===== src/rtl/alsu_pkg.sv =====
// Shared definitions for the ALSU arbiter: command layout, idle command,
// opcode values, FSM states and the invalid-command check.
package alsu_pkg;

    localparam int unsigned CMD_W = 16;
    localparam int unsigned OUT_W = 6;

    // Bit offsets of the command fields
    localparam int unsigned OPCODE_LSB = 13;
    localparam int unsigned A_LSB      = 10;
    localparam int unsigned B_LSB      = 7;
    localparam int unsigned CIN_BIT    = 6;
    localparam int unsigned RED_A_BIT  = 5;
    localparam int unsigned RED_B_BIT  = 4;
    localparam int unsigned BYP_A_BIT  = 3;
    localparam int unsigned BYP_B_BIT  = 2;
    localparam int unsigned DIR_BIT    = 1;
    localparam int unsigned SIN_BIT    = 0;

    localparam logic [2:0] OP_OR     = 3'd0;
    localparam logic [2:0] OP_XOR    = 3'd1;
    localparam logic [2:0] OP_ADD    = 3'd2;
    localparam logic [2:0] OP_MUL    = 3'd3;
    localparam logic [2:0] OP_SHIFT  = 3'd4;
    localparam logic [2:0] OP_ROTATE = 3'd5;
    localparam logic [2:0] OP_INV6   = 3'd6;
    localparam logic [2:0] OP_INV7   = 3'd7;

    // Bypass A with A=0: drives the ALSU output register to zero
    localparam logic [CMD_W-1:0] IDLE_CMD = CMD_W'(1) << BYP_A_BIT;

    typedef enum logic [1:0] {
        ST_IDLE = 2'd0,
        ST_WAIT = 2'd1,
        ST_RESP = 2'd2
    } state_e;

    typedef struct packed {
        logic [2:0] opcode;
        logic [2:0] a;
        logic [2:0] b;
        logic       cin;
        logic       red_op_a;
        logic       red_op_b;
        logic       bypass_a;
        logic       bypass_b;
        logic       direction;
        logic       serial_in;
    } alsu_cmd_t;

    // Reduction is only legal on OR/XOR; opcodes 6 and 7 are undefined
    function automatic logic cmd_invalid(input logic [CMD_W-1:0] cmd);
        alsu_cmd_t c;
        c = alsu_cmd_t'(cmd);
        return ((c.red_op_a | c.red_op_b) & (c.opcode[2] | c.opcode[1]))
             | (c.opcode == OP_INV6) | (c.opcode == OP_INV7);
    endfunction

endpackage


===== src/rtl/alsu_rr_arb2.sv =====
// Two-way round-robin grant.
//   i_req    : pending requests, bit N = requester N
//   i_last   : requester granted last (0 or 1)
//   o_gnt_c  : one-hot grant (combinational), zero when nothing pending
module alsu_rr_arb2 (
    input  logic [1:0] i_req,
    input  logic       i_last,
    output logic [1:0] o_gnt_c
);

    // On a tie the requester that was not served last wins
    always_comb begin
        o_gnt_c = 2'b00;
        if (i_req == 2'b11) begin
            o_gnt_c = i_last ? 2'b01 : 2'b10;
        end else begin
            o_gnt_c = i_req;
        end
    end

endmodule


===== src/rtl/alsu_arbiter.sv =====
// Arbitrates two requesters onto one pipelined ALSU and returns the result
// to the requester that issued the command.
//   clk, rst                  : clock, asynchronous active-low reset
//   req0/1_valid, req0/1_cmd  : command requests
//   req0/1_ready              : combinational acceptance (IDLE only)
//   resp0/1_valid             : one-cycle response strobe
//   resp_data, resp_err       : result and invalid-command flag
//   alsu_cmd / alsu_out       : ALSU command out, ALSU result in
//   busy                      : high whenever the FSM is not IDLE
module alsu_arbiter
    import alsu_pkg::*;
#(
    parameter int unsigned ALSU_LATENCY = 2
) (
    input  logic             clk,
    input  logic             rst,
    input  logic             req0_valid,
    input  logic [CMD_W-1:0] req0_cmd,
    input  logic             req1_valid,
    input  logic [CMD_W-1:0] req1_cmd,
    output logic             req0_ready,
    output logic             req1_ready,
    output logic             resp0_valid,
    output logic             resp1_valid,
    output logic [OUT_W-1:0] resp_data,
    output logic             resp_err,
    output logic [CMD_W-1:0] alsu_cmd,
    input  logic [OUT_W-1:0] alsu_out,
    output logic             busy
);

    localparam int unsigned CNT_W = $clog2(ALSU_LATENCY + 2);

    state_e           r_state;
    logic             r_last;
    logic             r_id;
    logic [CNT_W-1:0] r_wait_cnt;
    logic [CMD_W-1:0] r_alsu_cmd;
    logic             r_resp0_valid;
    logic             r_resp1_valid;
    logic [OUT_W-1:0] r_resp_data;
    logic             r_resp_err;
    logic             r_busy;

    logic [1:0]       w_gnt;
    logic             w_accept;
    logic [CMD_W-1:0] w_sel_cmd;
    logic             w_sel_inv;

    alsu_rr_arb2 u_arb (
        .i_req   ({req1_valid, req0_valid}),
        .i_last  (r_last),
        .o_gnt_c (w_gnt)
    );

    // Acceptance is only possible in IDLE and never while reset is held
    assign w_accept   = (r_state == ST_IDLE) && rst && (w_gnt != 2'b00);
    assign req0_ready = (r_state == ST_IDLE) && rst && w_gnt[0];
    assign req1_ready = (r_state == ST_IDLE) && rst && w_gnt[1];
    assign w_sel_cmd  = w_gnt[1] ? req1_cmd : req0_cmd;
    assign w_sel_inv  = cmd_invalid(w_sel_cmd);

    // FSM with registered outputs
    always_ff @(posedge clk or negedge rst) begin
        if (!rst) begin
            r_state       <= ST_IDLE;
            r_last        <= 1'b1;
            r_id          <= 1'b0;
            r_wait_cnt    <= '0;
            r_alsu_cmd    <= IDLE_CMD;
            r_resp0_valid <= 1'b0;
            r_resp1_valid <= 1'b0;
            r_resp_data   <= '0;
            r_resp_err    <= 1'b0;
            r_busy        <= 1'b0;
        end else begin
            r_resp0_valid <= 1'b0;
            r_resp1_valid <= 1'b0;
            r_alsu_cmd    <= IDLE_CMD;
            case (r_state)
                ST_IDLE: begin
                    if (w_accept) begin
                        r_id   <= w_gnt[1];
                        r_busy <= 1'b1;
                        if (w_sel_inv) begin
                            // Invalid: answer next cycle, ALSU untouched
                            r_state       <= ST_RESP;
                            r_resp_err    <= 1'b1;
                            r_resp_data   <= '0;
                            r_resp0_valid <= ~w_gnt[1];
                            r_resp1_valid <= w_gnt[1];
                        end else begin
                            r_state    <= ST_WAIT;
                            r_alsu_cmd <= w_sel_cmd;
                            r_wait_cnt <= '0;
                        end
                    end
                end
                ST_WAIT: begin
                    if (r_wait_cnt == CNT_W'(ALSU_LATENCY)) begin
                        r_state       <= ST_RESP;
                        r_resp_data   <= alsu_out;
                        r_resp_err    <= 1'b0;
                        r_resp0_valid <= ~r_id;
                        r_resp1_valid <= r_id;
                    end else begin
                        r_wait_cnt <= r_wait_cnt + CNT_W'(1);
                    end
                end
                ST_RESP: begin
                    r_state <= ST_IDLE;
                    r_busy  <= 1'b0;
                    r_last  <= r_id;
                end
                default: begin
                    r_state <= ST_IDLE;
                    r_busy  <= 1'b0;
                end
            endcase
        end
    end

    assign alsu_cmd    = r_alsu_cmd;
    assign resp0_valid = r_resp0_valid;
    assign resp1_valid = r_resp1_valid;
    assign resp_data   = r_resp_data;
    assign resp_err    = r_resp_err;
    assign busy        = r_busy;

endmodule

===== config.mk =====
export PLATFORM = sky130hd
export DESIGN_NAME = alsu_arbiter
export DESIGN_NICKNAME = d
export VERILOG_FILES = /design/src/rtl/alsu_pkg.sv /design/src/rtl/alsu_rr_arb2.sv /design/src/rtl/alsu_arbiter.sv
export SDC_FILE = /design/constraint.sdc
export NUM_CORES = 1
export LEC_CHECK = 0
export ABC_AREA = 1
export BUFFER_PORTS_ARGS = -buffer_cell sky130_fd_sc_hd__buf_2
export CAP_MARGIN = 10
export CORE_MARGIN = 1
export CORE_UTILIZATION = 35
export CTS_CLUSTER_DIAMETER = 120
export DETAILED_ROUTE_END_ITERATION = 10
export PLACE_DENSITY = 0.65
export SETUP_SLACK_MARGIN = 0.4
export SLEW_MARGIN = 25
export SYNTH_ARGS = -nofsm -noshare
export SYNTH_HDL_FRONTEND = slang
export SYNTH_SLANG_ARGS = --single-unit

===== constraint.sdc =====
create_clock -name clk -period 1.52 [get_ports clk]
set_clock_uncertainty 0.15 [all_clocks]
set_input_delay 0.456 -clock clk [delete_from_list [all_inputs] [get_ports clk]]
set_output_delay 0.456 -clock clk [all_outputs]
set_load 0.03 [all_outputs]

==> impl_metrics.json <==
{
  "critPathCaptureType": "output pin",
  "gp_congestion": 0.740,
  "p_per_area_mw_per_mm2": 1600,
  "grt.total_usage_pct": 20.6,
  "antenna_found_initial": 0,
  "core_mm2": 0.00409,
  "avgSynthCellArea_um2": 9.14,
  "fin_total_pwr_mw": 4.77,
  "synth_nets": 209,
  "tightest_slew_ns": 0.398,
  "drive_gt1_share_pct": 70.2,
  "cts_buffer_depth": 2,
  "p_leak_nw": 1.50,
  "rsz0062_at_grt": "true",
  "ys_seq_elements": 32,
  "multi_input_area_um2": 960,
  "io_buffer_count": 69,
  "grt_pass1_wl_um": 6790,
  "swShare_pct": 41.1,
  "row_count": 23,
  "setup_viol": 32,
  "clk_pin_slew_ns": 0.06,
  "p_switching_mw": 1.96,
  "violations": "setup timing",
  "worstSetupStartpointType": "flop",
  "use_met2_pct": 35.5,
  "slew_headroom_pct": 73.4,
  "n_antenna_cell": 0,
  "firstDrtPassIters": 4,
  "yosysMostFrequentCell": "nand2_1",
  "period_share_pct": 125,
  "clock-sinks": 32,
  "drc": 0,
  "drtAntennaViolNets": 0,
  "synth_top_area_share_pct": 49.5,
  "grt_pass1_vias": 1512,
  "grt_overflow": 0,
  "ys.flop_type": "dfrtp_1",
  "synthTopCellsByArea": "dfrtp_1, nand2_1, a21oi_2, nand3_1, inv_1",
  "path_max_fanout": 2,
  "fin_hold_ws_ns": 0.0986,
  "die_area_mm2": 0.00460,
  "hold_viol": 0,
  "routedWlPerCell_um": 14.6,
  "n_fill_cell": 273,
  "crit_arrival_ns": 1.30,
  "synthCells": 166,
  "dp_hpwl_um": 2560,
  "drv_slew": 0,
  "num_vias": 1588,
  "drt_iter0_drc": 63,
  "synth_edf_count": 0,
  "htree_levels": 2,
  "final_util_pct": 73.0,
  "cts_buffers": 5,
  "die_y_um": 67.9,
  "maxCapViolCount": 0,
  "period_needed_ns": 1.90,
  "synth_top_cell_by_area": "dfrtp_1",
  "power_frac_comb_pct": 57.1,
  "seq_area_frac_synth_pct": 52.9,
  "cts-root-buf": "clkbuf_8",
  "clock_latency_ns": 0.30,
  "grt_max_degree": 33,
  "pwr-share-seq_pct": 26.0,
  "cts_tree": "built",
  "status": "finished, violations left",
  "synth_cell_types": 26,
  "critical_path_class": "reg -> out",
  "netlist_top_cells_count": "nand2_1, dfrtp_1, inv_1, nand3_1, a21oi_2",
  "ir_drop_uv": 982,
  "p_clk_share_pct": 16.9,
  "hp-class": "in -> async",
  "nets": 334,
  "die_w_um": 67.9,
  "routed_wirelength_um": 5000,
  "r2r_cells": 12,
  "start_util_pct": 37.1,
  "ys_warn_count": 0,
  "routed_via_density": 4.64,
  "top_usage_layer": "met2",
  "fin_ws_ns": -0.383,
  "syn_area_mm2": 0.00152,
  "ioPinCount": 70,
  "area_growth_pct": 96.5,
  "cell_internal_pwr_mw": 2.81,
  "fin_cells": 342,
  "register_area_um2": 803,
  "synthArstFlopShare_pct": 100,
  "met3_usage_pct": 8.00,
  "stdcell_area_mm2": 0.00298,
  "dp_cells": 304,
  "crit_required_ns": 0.91,
  "grtUsageMet1_pct": 22.7,
  "postPlaceCellArea_mm2": 0.00213,
  "clock.fmax_mhz": 525
}
-- power groups by stage --
stage               logic, mW  clock network, mW  registers, mW
finish                   2.72              0.808           1.24
global route             2.89              0.853           1.26
CTS                      2.24              0.822           1.23
global placement         1.62                  0           1.20
floorplan               0.766                  0           1.51
detailed placement       1.63                  0           1.20
-- layer usage --
layer / share of wire, % / routed length, µm
met1: 37 / 1870
met3: 6.6 / 331
met5: 0 / 0
met4: 1.5 / 77
met2: 54 / 2730
-- flip-flops by register name, indices dropped and copies added, names as in the netlist --
name         count
r_wait_cnt       2
r_last           1
resp_data        6
alsu_cmd        16
resp_err         1
resp1_valid      1
resp0_valid      1
busy             1
r_state          2
r_id             1
-- worst paths after layout --
| path | end | slack (ns) | from |
|---|---|---|---|
| worst max register to register | resp_data[0] | -0.32 | r_last |
| min in group clk | resp_data[4] | 0.23 | alsu_out[4] |
| max in group asynchronous | r_last | 0.79 | rst |
| worst max-delay path | req0_ready | -0.38 | r_last |
| worst min-delay path | alsu_cmd[0] | 0.1 | rst |
| worst min register to register | resp0_valid | 0.31 | r_id |
-- cell families (layout without fill, tap and decap cells) --
kind of cell               count (synthesis)  after routing  synth area share [%]
DFF                                       32             32                  52.9
buffers and inverters                     20            145                  5.69
AOI/OAI and AO/OA                         21             21                  9.81
adders and majority gates                  1              1                 0.824
and+or+nand+nor                           92             93                  30.7
-- layout by cell type (no fill, tap or decap) --
| master | instances |
|---|---|
| buf_12 | 3 |
| a21oi_1 | 1 |
| o22ai_4 | 1 |
| a21oi_2 | 12 |
| ha_1 | 1 |
| clkbuf_8 | 5 |
| bufinv_16 | 1 |
| nand2_1 | 32 |
| nor2_4 | 7 |
| o21ai_1 | 1 |
| nor3_4 | 1 |
| dfrtp_1 | 30 |
| buf_4 | 40 |
| nand3_2 | 1 |
| clkinv_2 | 1 |
| buf_6 | 36 |
| or2_4 | 1 |
| nand2_4 | 10 |
| o21ai_4 | 1 |
| nand3_1 | 8 |
| nand2_2 | 15 |
| nor2_1 | 3 |
| clkbuf_1 | 1 |
| inv_2 | 7 |
| inv_1 | 8 |
| buf_2 | 41 |
| o21ai_2 | 2 |
| a31oi_1 | 1 |
| nor2_2 | 2 |
| nand3_4 | 6 |
| dfstp_2 | 2 |
| o21ai_0 | 1 |
| nand4_4 | 1 |
| nand2_8 | 6 |
| buf_8 | 1 |
| a21oi_4 | 1 |
| inv_4 | 1 |
-- critical path, cell delays in order (launching register included) --
cell and delay (ns):
dfstp_2 0.57, buf_6 0.12, o21ai_4 0.06, nor2_4 0.12, buf_6 0.15
-- cell type report --
type | instances | area share, %
timing repair buffer | 121 | 33.1
multi-input combinational | 115 | 32.2
sequential | 32 | 26.9
clock buffer | 6 | 2.43
inverter | 16 | 2.10
tap | 50 | 2.10
clock inverter | 2 | 1.17
-- timing repair --
action / 4_1_cts / 5_1_grt
hold buffers: 0 / 0
endpoints found under the setup margin: 59 / 60
resized for setup: 94 / 39
buffers inserted: 19 / 10
pin swaps: 15 / 17
gates cloned: 1 / 0
-- stage by stage --
stage	worst slack [ns]	setup TNS, ns
finish	-0.383	-8.10
global route	-0.402	-10.18
CTS	-0.335	-6.92
detailed placement	-0.293	-7.27
global placement	-0.272	-6.67
floorplan	-0.0860	-1.31
Power figures use the tool's default switching activity.
